`config.mk`:
```
export PLATFORM = sky130hd
export DESIGN_NAME = argmax_stream_ctrl_bf16
export DESIGN_NICKNAME = d
export VERILOG_FILES = /design/src/rtl/argmax_stream_ctrl_bf16.sv
export SDC_FILE = /design/constraint.sdc
export NUM_CORES = 1
export LEC_CHECK = 0
export BUFFER_PORTS_ARGS = -buffer_cell sky130_fd_sc_hd__buf_2
export CAP_MARGIN = 30
export CORE_ASPECT_RATIO = 1.1
export CORE_MARGIN = 2
export CORE_UTILIZATION = 62
export DETAILED_ROUTE_END_ITERATION = 16
export GPL_TIMING_DRIVEN = 0
export PLACE_DENSITY_LB_ADDON = 0.2
export SLEW_MARGIN = 20
export SYNTH_ARGS = -nofsm -noshare
export SYNTH_HDL_FRONTEND = slang
export SYNTH_SLANG_ARGS = --single-unit
export TNS_END_PERCENT = 50
```
`constraint.sdc`:
```
create_clock -name clk -period 10.29 [get_ports clk]
set_clock_uncertainty 0.05 [all_clocks]
set_input_delay 1.029 -clock clk [delete_from_list [all_inputs] [get_ports clk]]
set_output_delay 1.029 -clock clk [all_outputs]
set_load 0.03 [all_outputs]
```
`src/rtl/argmax_stream_ctrl_bf16.sv`:
```
// Streaming bf16 argmax over NUM_CLASSES scores using one shared comparator.
// Define ARGMAX_NAN_FLAG_EN to add the nan_seen output.
module argmax_stream_ctrl_bf16 #(
  parameter int NUM_CLASSES = 10,
  parameter int IDX_W       = 4
) (
  input  logic             clk,
  input  logic             reset,
  input  logic             start,
  input  logic             abort,
  input  logic             in_valid,
  input  logic [15:0]      in_data,
  output logic             in_ready,
  output logic             out_valid,
  input  logic             out_ready,
  output logic [IDX_W-1:0] prediction,
  output logic [15:0]      max_value,
  output logic             busy
`ifdef ARGMAX_NAN_FLAG_EN
  ,
  output logic             nan_seen
`endif
);

  typedef enum logic [1:0] {IDLE, ACCUM, DONE} state_t;

  localparam logic [IDX_W-1:0] LAST_IDX = IDX_W'(NUM_CLASSES - 1);

  state_t           state, state_nxt;
  logic [IDX_W-1:0] cnt, run_idx, cand_idx;
  logic [15:0]      run_max, cand_max;
  logic             beat, last_beat, in_nan, run_nan, take;

  function automatic logic is_nan(input logic [15:0] v);
    return (v[14:7] == 8'hFF) && (v[6:0] != 7'd0);
  endfunction

  // Sign-magnitude mapped onto two's complement; both zeros map to 0 and tie.
  function automatic logic signed [15:0] order_key(input logic [15:0] v);
    logic signed [15:0] mag;
    mag = $signed({1'b0, v[14:0]});
    return v[15] ? -mag : mag;
  endfunction

  assign beat      = in_valid && (state == ACCUM) && !abort;
  assign last_beat = beat && (cnt == LAST_IDX);
  assign in_nan    = is_nan(in_data);
  assign run_nan   = is_nan(run_max);
  assign take      = (cnt == '0) ||
                     (!in_nan && (run_nan || (order_key(in_data) > order_key(run_max))));
  assign cand_max  = take ? in_data : run_max;
  assign cand_idx  = take ? cnt : run_idx;

  always_ff @(posedge clk) begin
    if (reset) begin
      state <= IDLE;
    end else begin
      state <= state_nxt;
    end
  end

  always_comb begin
    state_nxt = state;
    in_ready  = 1'b0;
    out_valid = 1'b0;
    busy      = 1'b0;
    case (state)
      IDLE: begin
        if (start) state_nxt = ACCUM;
      end
      ACCUM: begin
        in_ready = 1'b1;
        busy     = 1'b1;
        if (abort)          state_nxt = IDLE;
        else if (last_beat) state_nxt = DONE;
      end
      DONE: begin
        out_valid = 1'b1;
        busy      = 1'b1;
        if (abort || out_ready) state_nxt = IDLE;
      end
      default: state_nxt = IDLE;
    endcase
  end

  always_ff @(posedge clk) begin
    if (reset) begin
      cnt        <= '0;
      run_idx    <= '0;
      run_max    <= '0;
      prediction <= '1;
      max_value  <= '0;
    end else if ((state != IDLE) && abort) begin
      cnt <= '0;
    end else if ((state == IDLE) && start) begin
      cnt <= '0;
    end else if (beat) begin
      cnt     <= cnt + IDX_W'(1);
      run_idx <= cand_idx;
      run_max <= cand_max;
      // The result register takes the candidate including the final beat.
      if (last_beat) begin
        prediction <= cand_idx;
        max_value  <= cand_max;
      end
    end
  end

`ifdef ARGMAX_NAN_FLAG_EN
  always_ff @(posedge clk) begin
    if (reset) begin
      nan_seen <= 1'b0;
    end else if ((state == IDLE) && start) begin
      nan_seen <= 1'b0;
    end else if (beat && in_nan) begin
      nan_seen <= 1'b1;
    end
  end
`endif

endmodule
```
# Word level (Yosys, flattened, before mapping)
# Cells that the tools add are included.
[totals]
wordCells = 55
register_bits = 46
[classes]
n_addsub = 3
n_reduce_logical = 23
eq_ne = 8
n_lt_le_gt_ge = 1
n_mux = 12
bitwise_logic = 2
[op_table]
columns = ["op", "count"]
rows = [
  ["16-bit 2-to-1 mux", 3],
  ["15-bit negation with 16-bit output", 2],
  ["8-bit == test, second input constant", 2],
  ["16-bit greater-than comparator", 1],
  ["7-bit nonzero test", 2],
  ["1-bit logical AND", 8],
  ["2-bit 2-to-1 mux", 4],
  ["2-bit one-hot mux with 3 select lines", 1],
  ["3-bit AND reduction", 2],
  ["4-bit by 1-bit adder with 4-bit output, second input constant", 1],
  ["4-bit == test, second input constant", 1],
  ["4-bit zero test", 1],
  ["4-bit 2-to-1 mux", 1],
  ["2-bit inequality test, second input constant", 2],
  ["4-bit AND reduction", 1],
  ["1-bit logical OR", 3],
  ["1-bit 2-to-1 mux", 3],
  ["3-bit inequality test, second input constant", 1],
  ["3-bit OR reduction", 1],
  ["2-bit by 1-bit == test with 1-bit output, second input constant", 1],
  ["2-bit == test, second input constant", 1],
  ["1-bit zero test", 2],
  ["2-bit zero test", 1],
  ["1-bit inverter", 2],
  ["2 further kinds", 2],
]

# Logic depth before layout (Yosys ltp)
[depth]
ltp_word = 7
mapped_depth = 16

# Worst setup path before layout
# OpenSTA, ideal clock, no wires.
[synth_timing]
path_kind = "input -> register"
start = "input port in_data[4]"
end = "register max_value[7]"
t_arrival_ns = 4.258
setup_slack_ns = 5.908
stages = 13
n_path_buf = 2
cell_sequence = "or3_1 o41ai_1 nand2_1 xor2_1 ha_1 a21o_1 a2111oi_0 o21ai_0 o211ai_1 clkbuf_1 clkbuf_1 nand3_1 a31oi_1"
[synth_between]
elab_chain_cells = 7
[synth_lines]
columns = ["element", "line", "source"]
rows = [
  ["from (decl)", "12", "input logic [15:0] in_data,"],
  ["15-bit negation with 16-bit output", "42", "return v[15] ? -mag : mag;"],
  ["16-bit 2-to-1 mux", "42", ""],
  ["16-bit greater-than comparator", "50", "(!in_nan && (run_nan || (order_key(in_data) > order_key(run_max))));"],
  ["1-bit logical OR", "50", ""],
  ["1-bit logical AND (*)", "50", ""],
  ["1-bit logical OR (*)", "49", "assign take = (cnt == '0) ||"],
  ["16-bit 2-to-1 mux (*)", "51", "assign cand_max = take ? in_data : run_max;"],
  ["to (signal assigned)", "104", "max_value <= cand_max;"],
  ["to (decl)", "17", "output logic [15:0] max_value,"],
]
# Every way passes the cells marked *; elsewhere a longest branch is shown, timed or not.
# A chain may end at the register's enable or synchronous reset.

# Final worst setup path
[layout_timing]
start = "input port in_data[4]"
end = "register max_value[8]"
# The elaborated chain is that of the path after synthesis.

==> impl_results.md <==
- Status: finished clean
- CP required: 10.47 ns
- Detailed-placement wirelength estimate: slightly above 6000 microns
- DIE HEIGHT: 78.5 microns
- Crit path DAT: 5.16 ns
- Yosys cell types: 44
- Final Hold Fails: 0
- Syn_area_per_cell: 7.88 sq um
- Worst hold path class: flop to flop
- Via count: 3113
- Vias in the first global route: 3000
- First-pass GRT wire length: 13700 microns
- Cts bufs inserted: 5
- Synth Register Bits: 46
- Netlist Area Pre-Place: 3130 sq um
- P per Cell Area: roughly 110 nW/um^2
- First-pass detailed-route iteration total: 5
- DRC viols: 0
- Top Ports: between 40 and 50
- Filler cells: 392
- Initial antenna violation count: 0
- Clock root buffer: clkbuf_8
- Slew @ Worst Pin: around 0.68 ns
- Antenna-violating nets left: 0
- Crit end category: flop
- Leak pwr: about 1.4 nW
- Worst-path clk slew: 0.10 ns
- Share of layout cells above drive strength 1: 0.132
- CTS sink count: 46
- Crit path launch type: input pin
- Ys Warns: 0
- P&R area growth vs syn: 12.2%
- Cts hold-fix bufs: 0
- Max_cap viols: 0
- Initial Util: 0.634
- Synth Flop Type: dfxtp_1
- Setup_tns: 0 ns
- Gate Count Post-Synth: 397
- Global route overflow: 0
- Post-synth EDFFs: 0
- Max frequency: 201 MHz
- Async set or reset register ratio after synthesis: 0
- Die area: 5630 sq um
- RSZ-0062 raised after global routing: no
- Pin count of the biggest net entering global routing: 16
- WL/cell: 16.0 microns
- Core Rows: 27
- Core area: between 4000 and 5000 sq um
- Period minus WS final: 4.97 ns
- Port bufs: between 40 and 50
- Die X-Extent: 71.7 microns
- Pins Over Slew Limit: 0
- Critical path peak fanout: 10
- GRT Total Usage: 0.297
- Inst Count DP: 497
- Routed WL: between 8000 and 9000 microns
- Setup Fix Bufs, Post-CTS: 0
- H-tree depth: 2
- Sequential area share after synthesis: 0.294
- Clk_lat worst skew: 0.30 ns
- Clock Tree Buf Depth: 2
- Nets: 492
- Number of diodes: 0
- 1st-iter DRT viols: ~190
- Gp weighted congestion: 0.861
- Vias per Instance: 6.16
- Syn nets: 443
- Final Cycle Share: 0.483
- CTS tree: done
- Max-slew headroom at the worst pin: 0.541
- CTS resizes: 0
- Max IR drop VDD: 116 uV
- Finished Layout Cells: 505
- # setup viols final: 0
- CP Class: input pin to flop
==> path summary, 6_finish.rpt <==
check,slack [ns],end,from,cells after the start
max reg2reg,5.60,max_value[8]$_SDFFE_PP0P_,run_max[2]$_SDFFE_PP0P_,13
min,0.42,run_idx[0]$_SDFFE_PP0P_,run_idx[0]$_SDFFE_PP0P_,2
min reg2reg,0.42,run_idx[0]$_SDFFE_PP0P_,run_idx[0]$_SDFFE_PP0P_,2
max,5.32,max_value[8]$_SDFFE_PP0P_,in_data[4],14
==> sequential cells by signal, indices dropped and copies added (netlist names) <==
register    flops
max_value      16
run_max        16
cnt             4
prediction      4
run_idx         4
state           2
==> critical path: stages <==
cell       delay (ns)
buf_2            0.15
or3_1            0.40
o41ai_1          0.67
nand2_1          0.13
xor2_1           0.18
ha_1             0.31
a21o_1           0.18
a2111oi_0        0.38
o21ai_0          0.19
o211ai_1         0.34
clkbuf_1         0.45
clkbuf_1         0.39
nand3_1          0.14
a31oi_1          0.20
==> area by class of cell <==
type / count / area (sq um) / share of cell area
repair buffers: 42 / 210 / 0.0599
clock inverters: 2 / 16.3 / 0.00463
inverters: 15 / 56.3 / 0.0160
multi-input cells: 311 / 2030 / 0.579
clock buffers: 6 / 82.6 / 0.0235
flip-flops and latches: 46 / 921 / 0.262
plain buffers: 25 / 118 / 0.0335
well taps: 58 / 72.6 / 0.0207
==> where the power goes <==
group	switching, mW	internal (mW)
logic	0.0467	0.0273
clock network	0.0662	0.0554
registers	0.00266	0.180
total	0.116	0.263
==> per-layer routing <==
layer,track usage,wire [microns]
met1,0.364,3530
met2,0.531,3970
met3,0.0411,386
met4,0.0943,175
met5,0,0
==> metrics by stage <==
step | power (mW) | setup slack, ns | hold slack (ns) | util | cell area (sq um)
2_1_floorplan | 0.237 | 5.91 | 0.379 | - | 3130
3_3_place_gp | 0.257 | 5.17 | 0.388 | 0.692 | 3410
3_5_place_dp | 0.259 | 5.15 | 0.401 | 0.692 | 3410
4_1_cts | 0.377 | 5.43 | 0.418 | 0.712 | 3510
5_1_grt | 0.397 | 4.94 | 0.452 | 0.712 | 3510
6_report | 0.378 | 5.32 | 0.422 | 0.712 | 3510
==> synth_stat cells (3+ instances only) <==
cell | count | area (sq um)
or3_1 | 5 | 31.3
a21oi_1 | 9 | 45.0
ha_1 | 24 | 300
nor2_1 | 14 | 52.6
buf_6 | 3 | 33.8
nand3_1 | 25 | 125
o21ai_0 | 54 | 270
xnor2_1 | 12 | 105
xor2_1 | 17 | 149
mux2i_1 | 20 | 200
clkbuf_1 | 21 | 78.8
or4_1 | 3 | 22.5
nand4_1 | 7 | 43.8
dfxtp_1 | 46 | 921
nand2_1 | 53 | 199
inv_1 | 15 | 56.3
nor2b_1 | 3 | 18.8
nor3_1 | 5 | 25.0
a31oi_1 | 19 | 119
nand2b_1 | 4 | 25.0
o31ai_1 | 9 | 67.6
o41ai_1 | 3 | 26.3
==> cells by family after synthesis <==
family	Yosys count	share of synthesized area
adders and majority gates	24	0.0960
muxes	20	0.0640
and+or+nand+nor	128	0.196
AOI/OAI and AO/OA	110	0.212
xor gates and xnor gates	29	0.0812
DFF	46	0.294
buffers and inverters	40	0.0556
==> placed cells by master, fill, tap and decap left out, types with 2 or more instances in the layout <==
master | Yosys | routed
clkbuf_1 | 21 | 21
nand4_1 | 7 | 7
nor2b_1 | 3 | 3
xnor2_1 | 12 | 12
mux2i_1 | 20 | 20
o31ai_1 | 9 | 9
dfxtp_1 | 46 | 46
a31oi_1 | 19 | 19
nand2b_1 | 4 | 4
o41ai_1 | 3 | 3
nor2_1 | 14 | 14
or3_1 | 5 | 5
clkbuf_8 | 0 | 6
or4_1 | 3 | 3
o21ai_0 | 54 | 54
inv_1 | 15 | 15
a21o_1 | 2 | 2
nor3b_1 | 2 | 2
nand3_1 | 25 | 25
xor2_1 | 17 | 17
nor3_1 | 5 | 5
a21oi_1 | 9 | 9
o21a_1 | 2 | 2
buf_2 | 1 | 43
ha_1 | 24 | 24
buf_6 | 3 | 3
nand2_1 | 53 | 53
o211ai_1 | 2 | 2
No activity file was read; power rests on OpenSTA's default activity.
